$ cat config.mk
export PLATFORM = sky130hd
export DESIGN_NAME = trace_scheduler
export DESIGN_NICKNAME = d
export VERILOG_FILES = /design/src/rtl/trace_sched_pkg.sv /design/src/rtl/trace_prescaler.sv /design/src/rtl/trace_scheduler.sv
export SDC_FILE = /design/constraint.sdc
export NUM_CORES = 1
export LEC_CHECK = 0
export ABC_AREA = 0
export ABC_CLOCK_PERIOD_IN_PS = 2900
export BUFFER_PORTS_ARGS = -buffer_cell sky130_fd_sc_hd__buf_2
export CAP_MARGIN = 10
export CORE_MARGIN = 1.5
export CORE_UTILIZATION = 50
export CTS_CLUSTER_DIAMETER = 50
export DETAILED_ROUTE_END_ITERATION = 10
export GPL_TIMING_DRIVEN = 0
export PLACE_DENSITY_LB_ADDON = 0.15
export SETUP_SLACK_MARGIN = 0.4
export SYNTH_ARGS = -nofsm -noshare
export SYNTH_HDL_FRONTEND = slang
export SYNTH_HIERARCHICAL = 1
export SYNTH_SLANG_ARGS = --single-unit
$ cat constraint.sdc
create_clock -name i_clk -period 2.9 [get_ports i_clk]
set_input_delay 0.58 -clock i_clk [delete_from_list [all_inputs] [get_ports i_clk]]
set_output_delay 0.58 -clock i_clk [all_outputs]
set_load 0.05 [all_outputs]
$ cat src/rtl/trace_sched_pkg.sv
// Shared definitions for the trace scheduler: FSM state encoding and the
// channel-index width helper used to size event and sweep indices.
package trace_sched_pkg;

    typedef enum logic [1:0] {
        ST_IDLE  = 2'd0,
        ST_SWEEP = 2'd1,
        ST_CLEAR = 2'd2
    } state_e;

    // A single channel still needs a one-bit index.
    function automatic int ch_idx_width(input int n_ch);
        if (n_ch > 1) begin
            return $clog2(n_ch);
        end else begin
            return 1;
        end
    endfunction

endpackage

$ cat src/rtl/trace_prescaler.sv
// Free-running prescaler for the trace scheduler: counts 0..p_prescale-1 and
// raises a registered tick for the cycle in which the count sits at its top.
module trace_prescaler #(
    parameter int p_prescale = 8
) (
    input  logic i_clk,
    input  logic i_rst,
    output logic o_tick
);

    localparam int               LP_CW   = (p_prescale > 1) ? $clog2(p_prescale) : 1;
    localparam logic [LP_CW-1:0] LP_LAST = LP_CW'(p_prescale - 1);

    logic [LP_CW-1:0] cnt_q;
    logic [LP_CW-1:0] cnt_d;
    logic             tick_q;
    logic             tick_d;

    // Wrap the count at the top and flag the cycle that will hold the top value.
    always_comb begin
        if (cnt_q == LP_LAST) begin
            cnt_d = '0;
        end else begin
            cnt_d = cnt_q + LP_CW'(1);
        end
        if (cnt_d == LP_LAST) begin
            tick_d = 1'b1;
        end else begin
            tick_d = 1'b0;
        end
    end

    // Counter and tick registers.
    always_ff @(posedge i_clk) begin
        if (i_rst) begin
            cnt_q  <= '0;
            tick_q <= 1'b0;
        end else begin
            cnt_q  <= cnt_d;
            tick_q <= tick_d;
        end
    end

    assign o_tick = tick_q;

endmodule

$ cat src/rtl/trace_scheduler.sv
// Eligibility-trace scheduler: events set a channel trace to max, periodic
// sweeps decay every trace by one, i_clear zeroes them. Optional macro
// TRACE_OVERRUN_EN builds the sticky tick-overrun detector behind o_overrun.
module trace_scheduler
    import trace_sched_pkg::*;
#(
    parameter int p_width    = 8,
    parameter int p_channels = 4,
    parameter int p_prescale = 8
) (
    input  logic                                 i_clk,
    input  logic                                 i_rst,
    input  logic                                 i_event_valid,
    input  logic [ch_idx_width(p_channels)-1:0]  i_event_ch,
    output logic                                 o_event_ready,
    input  logic                                 i_clear,
    output logic [p_channels*p_width-1:0]        o_trace,
    output logic                                 o_busy,
    output logic                                 o_sweep_done,
    output logic                                 o_overrun
);

    localparam int                 LP_CW   = ch_idx_width(p_channels);
    localparam logic [LP_CW-1:0]   LP_LAST = LP_CW'(p_channels - 1);
    localparam logic [p_width-1:0] LP_MAX  = '1;

    state_e             state_q;
    state_e             state_d;
    logic [LP_CW-1:0]   idx_q;
    logic [LP_CW-1:0]   idx_d;
    logic               pending_q;
    logic               pending_d;
    logic [p_width-1:0] trace_q [p_channels];
    logic [p_width-1:0] trace_d [p_channels];

    logic tick_s;
    logic ready_s;
    logic accept_s;
    logic busy_s;
    logic sweep_done_s;

    trace_prescaler #(
        .p_prescale (p_prescale)
    ) u_prescaler (
        .i_clk  (i_clk),
        .i_rst  (i_rst),
        .o_tick (tick_s)
    );

    // FSM state, walk index and pending-tick register.
    always_ff @(posedge i_clk) begin
        if (i_rst) begin
            state_q   <= ST_IDLE;
            idx_q     <= '0;
            pending_q <= 1'b0;
        end else begin
            state_q   <= state_d;
            idx_q     <= idx_d;
            pending_q <= pending_d;
        end
    end

    // Next state: clear beats tick; a tick outside an IDLE launch is parked in pending.
    always_comb begin
        state_d   = state_q;
        idx_d     = idx_q;
        pending_d = pending_q;
        case (state_q)
            ST_IDLE: begin
                if (i_clear) begin
                    state_d   = ST_CLEAR;
                    idx_d     = '0;
                    pending_d = pending_q | tick_s;
                end else if (tick_s || pending_q) begin
                    state_d   = ST_SWEEP;
                    idx_d     = '0;
                    pending_d = 1'b0;
                end else begin
                    state_d   = ST_IDLE;
                end
            end
            ST_SWEEP: begin
                pending_d = pending_q | tick_s;
                if (i_clear) begin
                    state_d = ST_CLEAR;
                    idx_d   = '0;
                end else if (idx_q == LP_LAST) begin
                    state_d = ST_IDLE;
                    idx_d   = '0;
                end else begin
                    idx_d   = idx_q + LP_CW'(1);
                end
            end
            ST_CLEAR: begin
                pending_d = pending_q | tick_s;
                if (idx_q == LP_LAST) begin
                    state_d = ST_IDLE;
                    idx_d   = '0;
                end else begin
                    idx_d   = idx_q + LP_CW'(1);
                end
            end
            default: begin
                state_d   = ST_IDLE;
                idx_d     = '0;
                pending_d = 1'b0;
            end
        endcase
    end

    // Status outputs are forced low for as long as reset is held.
    always_comb begin
        ready_s      = 1'b0;
        busy_s       = 1'b0;
        sweep_done_s = 1'b0;
        if (i_rst) begin
            ready_s      = 1'b0;
            busy_s       = 1'b0;
            sweep_done_s = 1'b0;
        end else begin
            ready_s      = (state_q != ST_CLEAR);
            busy_s       = (state_q != ST_IDLE);
            sweep_done_s = (state_q == ST_SWEEP) && (idx_q == LP_LAST) && !i_clear;
        end
        accept_s = i_event_valid && ready_s;
    end

    // Per-channel update: an accepted event overrides the sweep decrement.
    always_comb begin
        trace_d = trace_q;
        for (int c = 0; c < p_channels; c++) begin
            if (accept_s && (int'(i_event_ch) == c)) begin
                trace_d[c] = LP_MAX;
            end else if ((state_q == ST_SWEEP) && (int'(idx_q) == c)) begin
                if (trace_q[c] == '0) begin
                    trace_d[c] = trace_q[c];
                end else begin
                    trace_d[c] = trace_q[c] - p_width'(1);
                end
            end else if ((state_q == ST_CLEAR) && (int'(idx_q) == c)) begin
                trace_d[c] = '0;
            end else begin
                trace_d[c] = trace_q[c];
            end
        end
    end

    // Trace array.
    always_ff @(posedge i_clk) begin
        if (i_rst) begin
            for (int c = 0; c < p_channels; c++) begin
                trace_q[c] <= '0;
            end
        end else begin
            trace_q <= trace_d;
        end
    end

    // Flatten the trace array onto the output bus.
    always_comb begin
        o_trace = '0;
        for (int c = 0; c < p_channels; c++) begin
            if (i_rst) begin
                o_trace[c*p_width +: p_width] = '0;
            end else begin
                o_trace[c*p_width +: p_width] = trace_q[c];
            end
        end
    end

    assign o_event_ready = ready_s;
    assign o_busy        = busy_s;
    assign o_sweep_done  = sweep_done_s;

`ifdef TRACE_OVERRUN_EN
    logic overrun_q;
    logic overrun_d;

    // A tick landing on an already-pending tick is lost; remember that until reset.
    always_comb begin
        if (tick_s && pending_q) begin
            overrun_d = 1'b1;
        end else begin
            overrun_d = overrun_q;
        end
    end

    // Sticky overrun flag.
    always_ff @(posedge i_clk) begin
        if (i_rst) begin
            overrun_q <= 1'b0;
        end else begin
            overrun_q <= overrun_d;
        end
    end

    assign o_overrun = overrun_q & ~i_rst;
`else
    assign o_overrun = 1'b0;
`endif

endmodule

==> results of run 1 <==
[synthesized netlist by cell type (all sizes together), types with 4 or more instances]
| cell type | instances |
|---|---|
| dfxtp | 41 |
| nor2 | 39 |
| nor2b | 27 |
| nand2 | 24 |
| a21oi | 23 |
| a31oi | 23 |
| inv | 21 |
| ha | 19 |
| o21ai | 18 |
| nor3 | 15 |
| buf | 11 |
| nand3 | 9 |
| nor4 | 7 |
| clkbuf | 6 |
| nand4 | 6 |
| nand4b | 5 |
| or3 | 5 |
| a211oi | 4 |
[layout make-up]
class | instances | share of cell area (%)
sequential | 41 | 25.9
tap | 70 | 2.77
inverter | 21 | 2.49
multi-input combinational | 277 | 56.2
timing repair buffer | 40 | 6.40
buffer | 17 | 3.52
clock buffer | 7 | 2.73
[registers in the layout (all words and copies together) (netlist names)]
register,flops
trace_q,32
u_prescaler/cnt_q,3
idx_q,2
state_q,2
pending_q,1
u_prescaler/o_tick,1
[cell usage in the layout (no fill, tap or decap), types with 2 or more instances in the layout]
cell type	synthesis	final
buf_4	3	4
a41oi_1	3	3
o22ai_1	2	2
buf_2	4	42
nor3_1	15	14
a21boi_0	2	2
or3_1	5	5
a31oi_1	23	23
nor4_1	7	7
nand3_1	9	9
nor2_1	38	38
inv_1	21	21
dfxtp_1	41	41
ha_1	19	19
clkbuf_2	0	2
o21ai_1	2	2
nand2_1	24	23
a211oi_1	4	4
buf_6	3	3
and4bb_2	2	2
clkbuf_4	0	2
and2_1	3	3
clkbuf_1	6	5
and3b_1	2	2
nand4_1	6	6
clkbuf_8	0	6
o21ai_0	16	16
a21oi_1	23	23
a221oi_1	3	3
nor2b_1	27	27
and4b_1	2	2
a31o_2	3	3
nand2b_1	3	3
nand4b_1	5	5
nor3b_1	3	3
a21o_1	3	3
[stage by stage]
| step | hold slack, ns | instance area [um2] | util, % |
|---|---|---|---|
| after detailed placement | 0.450 | 3070 | 58.6 |
| after global routing | 0.481 | 3170 | 60.5 |
| after global placement | 0.441 | 3070 | 58.6 |
| final | 0.462 | 3170 | 60.5 |
| after CTS | 0.466 | 3160 | 60.4 |
| after floorplan | 0.421 | 2780 | - |
[timing repair]
| action | 4_1_cts | 5_1_grt |
|---|---|---|
| buffers inserted | 0 | 0 |
| gates cloned | 0 | 0 |
| hold endpoints to repair | 0 | 0 |
| setup endpoints to repair | 14 | 10 |
| resized for setup | 5 | 2 |
| hold buffers | 0 | 0 |
[logic make-up (layout without fill, tap and decap cells)]
group | Yosys count | count (layout) | share of synthesized area, %
AND/OR/NAND/NOR | 162 | 162 | 32.7
flip-flops | 41 | 41 | 29.6
multiplexers | 1 | 1 | 0.361
adder cells (fa/ha/maj) | 19 | 19 | 8.57
other | 1 | 1 | 0.135
AO/OA/AOI/OAI | 94 | 94 | 22.1
buffers and inverters | 38 | 85 | 6.54
[report_power, final]
part,switching [mW],leakage [nW],internal (mW),total [mW]
clock network,0.198,0.0443,0.189,0.387
registers,0.0222,0.333,0.584,0.606
logic,0.156,0.866,0.0774,0.233
total,0.376,1.24,0.850,1.23
[layer usage]
metal  global-route usage (%)  up-vias
met2                     40.0      123
met5                        0        -
li1                         -     1389
met4                     8.73        0
met3                     5.18       11
met1                     34.4     1306
[final timing paths]
check | start | to | depth (start not counted)
worst max register to register | state_q[0] | trace_q[6] | 7
worst min register to register | u_prescaler/cnt_q[0] | u_prescaler/cnt_q[0] | 1
worst min-delay path | u_prescaler/cnt_q[0] | u_prescaler/cnt_q[0] | 1
worst max-delay path | i_rst | o_busy | 6
==> metrics.yaml, run 1 <==
status:
  status: "finished, final reports clean"
hold_path:
  hp-class: "reg -> reg"
clocking:
  cts_buffers: 5
  clock_path_buffers: 2
  cts_root_buf: "clkbuf_8"
  cts.htree.levels: 2
  cts_tree: "yes"
  clock_latency_ns: 0.29
  clock_sinks: 41
  clk_pin_slew_worst_paths_ns: 0.07
sta:
  slew_viol_final: 0
  maxSlewHeadroom_pct: 47.5
  fmax_mhz: 414
  finalCritPeriodShare_pct: 83.4
  finalHoldViolCount: 0
  setup_tns_ns: 0
  rsz0062_at_grt: "true"
  finalClockSkew_ns: 0.00702
  setup_viol: 0
  setup_slack_ns: 0.482
  worst_pin_slew_ns: 0.781
  finalCriticalPeriod_ns: 2.42
grt:
  gr-total-overflow: 0
  grt_max_degree: 12
  grt_pass1_vias: 2613
  grt_pass1_wl_um: 12400
  antenna_found_initial: 0
  track_usage_pct: 25.4
finish:
  area_growth_pct: 14.2
  n_antenna_cell: 0
  register_area_um2: 821
  final-instance-count-excl-fill: 473
  multi_input_area_um2: 1780
  fillCellCount: 494
  fin_nets: 428
  drive_gt1_share_pct: 18.1
logic_synthesis:
  synth-async-reset-ratio_pct: 0
  syn_inst: 356
  synth_ff_type: "dfxtp_1"
  syn_nets: 381
  netlist_area_um2: 2770
  ys_types: 57
  yosys_warnings: 6
  synth.area.top_cells: "dfxtp_1 (30%), ha_1 (8.6%), nor2b_1 (6.1%), a31oi_1 (5.2%), nor2_1 (5.1%)"
  yosys.area.top_type_share_pct: 29.6
  synth_area_leader_cell: "dfxtp_1"
  seq_area_frac_synth_pct: 29.6
  syn_area_per_cell_um2: 7.79
  synth-seq-cells: 41
  synth_edf_count: 0
drt:
  vias_per_cell: 5.98
  met1_length_um: 3410
  vias: 2829
  route.met3.wl_um: 486
  drc: 0
  routed_wl_um: 7220
  routed.top_layer: "met4"
  postRouteAntennaNets: 0
  wl_per_cell_um: 15.3
  met2_length_um: 3210
  drtIter0Drc: 171
  drt_first_pass_iters: 4
critical_path:
  critical_path.max_stage_delay_ns: 0.31
  critical_path_class: "in -> out"
  crit_arrival_ns: 1.84
  end_kind: "output port"
  crit_family: "buffers and inverters"
  r2r_slack_ns: 0.85
  critPathMaxFanout: 10
  crit_path_top_delay_cell: "clkbuf_2"
  crit_buf_inv: 5
  crit_path_start_kind: "input pin"
  crit_path_cell_trace: "buf_2 -> buf_6 -> clkbuf_2 -> clkbuf_2 -> nor2_1 -> buf_2"
  cp.required_ns: 2.32
power_and_ir_drop:
  total_power_mw: 1.23
  power.density_nw_per_um2: 387
  p_leak_nw: 1.24
  vdd_drop_max_mv: 0.225
floorplan:
  dieArea_um2: 6000
  die_x_um: 77.5
  num_rows: 26
  ioPinCount: 42
  fp.coreArea_um2: 5240
  start_util_pct: 53.0
  dieHeight_um: 77.5
placement:
  dp.final_hpwl_um: 5140
  dp.cells: 466
  portBuffers: 40
  dp_slack_ns: 0.0311
  place.gp.congestion: 0.928
run:
  maxCapViolCount: 0
No activity file was read; power rests on OpenSTA's default activity.
==> run 2, diff against run 1 <==
--- a/config.mk
+++ b/config.mk
@@ -6,7 +6,7 @@
 export NUM_CORES = 1
 export LEC_CHECK = 0
 export ABC_AREA = 0
-export ABC_CLOCK_PERIOD_IN_PS = 2900
+export ABC_CLOCK_PERIOD_IN_PS = 2000
 export BUFFER_PORTS_ARGS = -buffer_cell sky130_fd_sc_hd__buf_2
 export CAP_MARGIN = 10
 export CORE_MARGIN = 1.5
==> constraint.sdc (replaced) <==
create_clock -name i_clk -period 2 [get_ports i_clk]
set_input_delay 0.4 -clock i_clk [delete_from_list [all_inputs] [get_ports i_clk]]
set_output_delay 0.4 -clock i_clk [all_outputs]
set_load 0.05 [all_outputs]
==> run 2 against run 1 <==
Compared with the run above: sequential share of layout area decreased by 6.8 points; design area increased by 39%; count of clock-buffer cells in the layout decreased by 2; first-iteration DRC count increased by 72%; highest routed layer unchanged.
==> metrics.yaml, run 2 (synthesis results as in run 1) <==
grt:
  track_usage_pct: 28.8
  grt_max_degree: 14
  antenna_found_initial: 0
  grt_pass1_wl_um: 14000
  grt_pass1_vias: 2885
  gr-total-overflow: 0
power_and_ir_drop:
  p_leak_nw: 1.63
  vdd_drop_max_mv: 0.459
  total_power_mw: 2.23
  power.density_nw_per_um2: 508
placement:
  dp.cells: 466
  place.gp.congestion: 0.923
  portBuffers: 40
  dp_slack_ns: -0.137
  dp.final_hpwl_um: 5170
floorplan:
  dieHeight_um: 77.5
  num_rows: 26
  start_util_pct: 53.0
  die_x_um: 77.5
  dieArea_um2: 6000
  fp.coreArea_um2: 5240
  ioPinCount: 42
finish:
  drive_gt1_share_pct: 46.4
  final-instance-count-excl-fill: 516
  reg_top3: "trace_q (32), u_prescaler/cnt_q (3)"
  most-common-layout-cells: "buf_4 (48), dfxtp_1 (32), buf_6 (27)"
  final_common_cell: "buf_4"
  area_growth_pct: 58.5
  largest_register_ffs: 32
  fin_nets: 470
  fillCellCount: 271
  top_register: "trace_q"
  n_antenna_cell: 0
drt:
  routed_wl_um: 10300
  postRouteAntennaNets: 0
  vias: 3320
  drtIter0Drc: 294
  vias_per_cell: 6.43
  wl_per_cell_um: 19.9
  drc: 0
  drt_first_pass_iters: 6
clocking:
  cts_buffers: 5
  clock_path_buffers: 2
  clk_pin_slew_worst_paths_ns: 0.09
  cts_tree: "yes"
  cts.htree.levels: 2
  clock_sinks: 41
  cts_hold_buffers: 0
  clock_latency_ns: 0.31
  cts_root_buf: "clkbuf_8"
sta:
  finalCritPeriodShare_pct: 92.1
  finalCriticalPeriod_ns: 1.84
  hold_ws_ns: 0.263
  rsz0062_at_grt: "true"
  worst_pin_slew_ns: 0.822
  slew_viol_final: 0
  setup_slack_ns: 0.159
  maxSlewHeadroom_pct: 44.7
  setup_viol: 0
  finalHoldViolCount: 0
  finalClockSkew_ns: 0.00557
  fmax_mhz: 543
critical_path:
  critPathMaxFanout: 9
  end_kind: "flop"
  rr_startpoint: "state_q[1]"
  cp.required_ns: 2.22
  crit_path_start_kind: "flop"
  r2r_slack_ns: 0.16
  r2r_end: "trace_q[0]"
  reg2reg_depth: 8
  critical_path_class: "reg -> reg"
  crit_arrival_ns: 2.06
hold_path:
  hold_depth: 2
  hp-class: "in -> reg"
  hold_end: "u_prescaler/cnt_q[1]"
  min_from: "i_rst"
status:
  status: "finished, final reports clean"
run:
  maxCapViolCount: 0
==> run 2: cell types whose count changed in the layout (fill, tap and decap cells not counted), sizes merged <==
cell,before,now
bufinv,0,2
buf,49,94
clkbuf,15,9
clkinv,0,1
bufbuf,0,1
==> run 2: report_power, final <==
group | total [mW] | switching [mW] | internal (mW) | leakage (nW)
logic | 0.519 | 0.301 | 0.218 | 1.22
clock network | 0.831 | 0.335 | 0.497 | 0.0681
registers | 0.882 | 0.0386 | 0.843 | 0.339
==> run 2: worst max-delay path by stage <==
| stage | to | startpoint | slack [ns] |
|---|---|---|---|
| detailed placement | o_trace[25] | i_rst | -0.14 |
| floorplan | o_trace[18] | i_rst | 0.16 |
| CTS | trace_q[2] | state_q[1] | 0.20 |
| global route | trace_q[2] | state_q[1] | 0.06 |
| global placement | o_trace[25] | i_rst | -0.1 |
| finish | trace_q[0] | state_q[1] | 0.16 |
==> run 2: cell type report <==
type                    instances  area [um2]  area share, %
inverters                      21        86.3           1.96
well taps                      70        87.6           1.99
clock inverters                 3        65.1           1.48
clock buffers                   5        68.8           1.57
flip-flops and latches         41         842           19.2
multi-input cells             277        2260           51.4
plain buffers                  17         216           4.92
repair buffers                 82         769           17.5
==> run 2: repair_timing <==
| action | CTS | global route |
|---|---|---|
| buffers inserted | 21 | 17 |
| pin swaps | 35 | 20 |
| cloned | 2 | 2 |
| gates resized for setup | 126 | 59 |
| endpoints found under the setup margin | 68 | 70 |
| hold endpoints to repair | 0 | 0 |
==> run 2: through the flow <==
stage	utilization [%]	TNS (ns)	instance area, um2
6_report	83.9	0	4400
5_1_grt	83.9	0	4400
4_1_cts	76.7	0	4020
3_5_place_dp	62.2	-1.46	3260
3_3_place_gp	62.2	-0.933	3260
2_1_floorplan	-	0	2970
==> run 2: per-layer routing <==
metal / track usage [%] / up-vias / wire length (um)
met2: 48.8 / 207 / 5150
met3: 4.59 / 50 / 755
met4: 11.1 / 0 / 391
li1: - / 1482 / -
met5: 0 / - / 0
met1: 36.7 / 1581 / 3970
==> run 2: worst max-delay path, cell delays in order, from the launching register on <==
cell	delay [ns]
dfxtp_2	0.34
inv_2	0.05
ha_4	0.16
buf_8	0.12
buf_8	0.13
and3b_2	0.22
a31o_4	0.25
or3_1	0.32
a31oi_1	0.15
==> run 3, diff against run 2 <==
--- a/config.mk
+++ b/config.mk
@@ -5,7 +5,7 @@
 export SDC_FILE = /design/constraint.sdc
 export NUM_CORES = 1
 export LEC_CHECK = 0
-export ABC_AREA = 0
+export ABC_AREA = 1
 export ABC_CLOCK_PERIOD_IN_PS = 2000
 export BUFFER_PORTS_ARGS = -buffer_cell sky130_fd_sc_hd__buf_2
 export CAP_MARGIN = 10
@@ -14,6 +14,7 @@
 export CTS_CLUSTER_DIAMETER = 50
 export DETAILED_ROUTE_END_ITERATION = 10
 export GPL_TIMING_DRIVEN = 0
+export MAX_ROUTING_LAYER = met4
 export PLACE_DENSITY_LB_ADDON = 0.15
 export SETUP_SLACK_MARGIN = 0.4
 export SYNTH_ARGS = -nofsm -noshare
==> run 3 against run 2 <==
Compared with the run above: combinational power increased by 29%; first-iteration DRC count decreased by 67%; clock power decreased by 16%; sequential power increased by 3.5%; critical path depth decreased by 2; sequential share of layout area increased by 2.0 points; sequential cell count unchanged; non-clock buffer count decreased by 39; utilization decreased by 14 points; count of clock-buffer cells in the layout increased by 2; register-to-register slack improved by 0.16 ns; largest power group unchanged; highest routed layer unchanged.
==> metrics.yaml, run 3 <==
hold_path:
  hp-class: "in -> reg"
  hold_depth: 2
sta:
  fmax_mhz: 580
  finalCritPeriodShare_pct: 86.2
  finalCriticalPeriod_ns: 1.72
  maxSlewHeadroom_pct: 65.4
  setup_viol: 0
  finalHoldViolCount: 0
  rsz0062_at_grt: "true"
  slew_viol_final: 0
  setup_tns_ns: 0
  worst_pin_slew_ns: 0.520
  finalClockSkew_ns: 0.0121
logic_synthesis:
  synth_edf_count: 0
  netlist_area_um2: 2920
  ys_types: 28
  yosys-top-cells-count: "nor2_1 (162), nand2_1 (79), inv_1 (57)"
  syn_area_per_cell_um2: 6.07
  synth-simple-area-share_pct: 43.8
  synth_area_leader_cell: "dfxtp_1"
  synth_fa_ha_area_share_pct: 8.15
  yosys_warnings: 6
  syn_nets: 505
  syn_inst: 480
  seq_area_frac_synth_pct: 28.2
  synth_ff_type: "dfxtp_1"
  synth-seq-cells: 41
  synth_top_family_by_area: "simple AND/OR/NAND/NOR gates"
  synth_most_common_cell: "nor2_1"
  synth_xor_area_share_pct: 1.50
  yosys.area.top_type_share_pct: 28.2
  synth.area.top_cells: "dfxtp_1 (28%), nor2_1 (21%), nand2_1 (10%), ha_1 (8.2%), inv_1 (7.3%)"
  synth-compound-area-share_pct: 8.58
  synth_mux_area_share_pct: 0
  synth-async-reset-ratio_pct: 0
drt:
  drt_first_pass_iters: 4
  drtIter0Drc: 98
  postRouteAntennaNets: 0
  vias: 3028
  drc: 0
  vias_per_cell: 4.96
  wl_per_cell_um: 11.5
  routed_wl_um: 7040
grt:
  grt_max_degree: 13
  grt_pass1_wl_um: 11600
  gr-total-overflow: 0
  track_usage_pct: 23.5
  antenna_found_initial: 0
  grt_pass1_vias: 2684
clocking:
  cts_hold_buffers: 0
  clk_pin_slew_worst_paths_ns: 0.08
  cts_root_buf: "clkbuf_8"
  clock_sinks: 41
  clock_path_buffers: 2
  cts_buffers: 5
  cts.htree.levels: 2
  cts_tree: "yes"
  clock_latency_ns: 0.30
run:
  maxCapViolCount: 0
finish:
  n_antenna_cell: 0
  final-instance-count-excl-fill: 611
  top_register: "trace_q"
  most-common-layout-cells: "nor2_1 (118), nand2_1 (73), inv_1 (50)"
  reg_top3: "trace_q (32), u_prescaler/cnt_q (3)"
  drive_gt1_share_pct: 29.3
  largest_register_ffs: 32
  final_common_cell: "nor2_1"
  fin_nets: 563
  area_growth_pct: 34.5
critical_path:
  cpMostUsedCell: "buf_6"
  cp.required_ns: 1.60
  crit_path_start_kind: "flop"
  crit_arrival_ns: 1.32
  end_kind: "output port"
  critPathMaxFanout: 3
  crit_path_top_delay_cell: "dfxtp_4"
  critical_path.max_stage_delay_ns: 0.37
  critical_path_class: "reg -> out"
  reg2reg_depth: 10
  crit_path_cell_trace: "inv_4 -> ha_4 -> buf_6 -> nand2_8 -> nor3_4 -> buf_6"
power_and_ir_drop:
  p_leak_nw: 1.92
  vdd_drop_max_mv: 0.515
  total_power_mw: 2.28
  power.density_nw_per_um2: 583
floorplan:
  start_util_pct: 52.3
  num_rows: 27
  ioPinCount: 42
  dieHeight_um: 79.4
  die_x_um: 79.4
  fp.coreArea_um2: 5570
  dieArea_um2: 6300
placement:
  dp.final_hpwl_um: 4910
  place.gp.congestion: 0.865
  portBuffers: 40
  dp.cells: 592
status:
  status: "finished, final reports clean"
run 3: cell count changes after synthesis, sizes merged, moves of 13 or more:
cell and delta:
a31oi -23, inv +42, nor3 -13, nand2 +64
nand3 +25, a21oi -16, nor2 +132, o21ai +19
nor2b -27
run 3: final cells by class:
cell class / instances / area, um2
multi-input cells: 367 / 2080
fillers: 471 / 1650
flip-flops and latches: 41 / 830
repair buffers: 51 / 473
inverters: 63 / 249
well taps: 72 / 90.1
clock buffers: 7 / 86.3
plain buffers: 9 / 82.6
clock inverters: 1 / 30.0
run 3: cell families (layout without fill, tap and decap cells):
family / count (synthesis) / after routing
flip-flops: 41 / 41
adder cells (fa/ha/maj): 19 / 19
buffers and inverters: 72 / 131
AO/OA/AOI/OAI: 46 / 46
XOR/XNOR: 5 / 5
other: 1 / 1
AND/OR/NAND/NOR: 296 / 296
run 3: critical path, delay by kind of cell (launching register included):
| family | cells | cell delay, ns |
|---|---|---|
| adder cells (fa/ha/maj) | 1 | 0.12 |
| buffers and inverters | 3 | 0.35 |
| flip-flops | 1 | 0.37 |
| AND/OR/NAND/NOR | 2 | 0.19 |
run 3: metrics by stage:
step / hold slack, ns / instance area [um2] / utilization (%) / setup WS (ns)
global route: 0.325 / 3920 / 70.3 / 0.247
global placement: 0.487 / 3240 / 58.0 / 0.113
detailed placement: 0.508 / 3240 / 58.0 / 0.0914
floorplan: 0.462 / 2950 / - / 0.204
finish: 0.327 / 3920 / 70.3 / 0.276
CTS: 0.322 / 3720 / 66.8 / 0.221
run 3: report_power, final:
group	internal, mW	total, mW	switching (mW)
clock	0.407	0.699	0.292
sequential	0.864	0.913	0.0486
combinational	0.235	0.672	0.437
total	1.51	2.28	0.777
run 3: worst paths after layout:
check | start | to | slack [ns]
min | i_rst | u_prescaler/cnt_q[1] | 0.33
max | state_q[1] | o_sweep_done | 0.28
min reg2reg | trace_q[9] | trace_q[9] | 0.52
max reg2reg | state_q[1] | trace_q[28] | 0.32
run 3: per-layer routing:
| layer | track usage (%) | share of wire (%) | vias to the layer above |
|---|---|---|---|
| met5 | - | 0 | - |
| met4 | 6.32 | 1.2 | 0 |
| met3 | 4.25 | 3.9 | 10 |
| met2 | 38.7 | 48 | 67 |
| met1 | 29.8 | 47 | 1366 |
| li1 | - | - | 1585 |
run 3: what timing repair did:
| action | in CTS | in global routing |
|---|---|---|
| setup buffers | 8 | 3 |
| pin swaps | 8 | 10 |
| gates resized for setup | 100 | 59 |
| endpoints found under the setup margin | 64 | 50 |
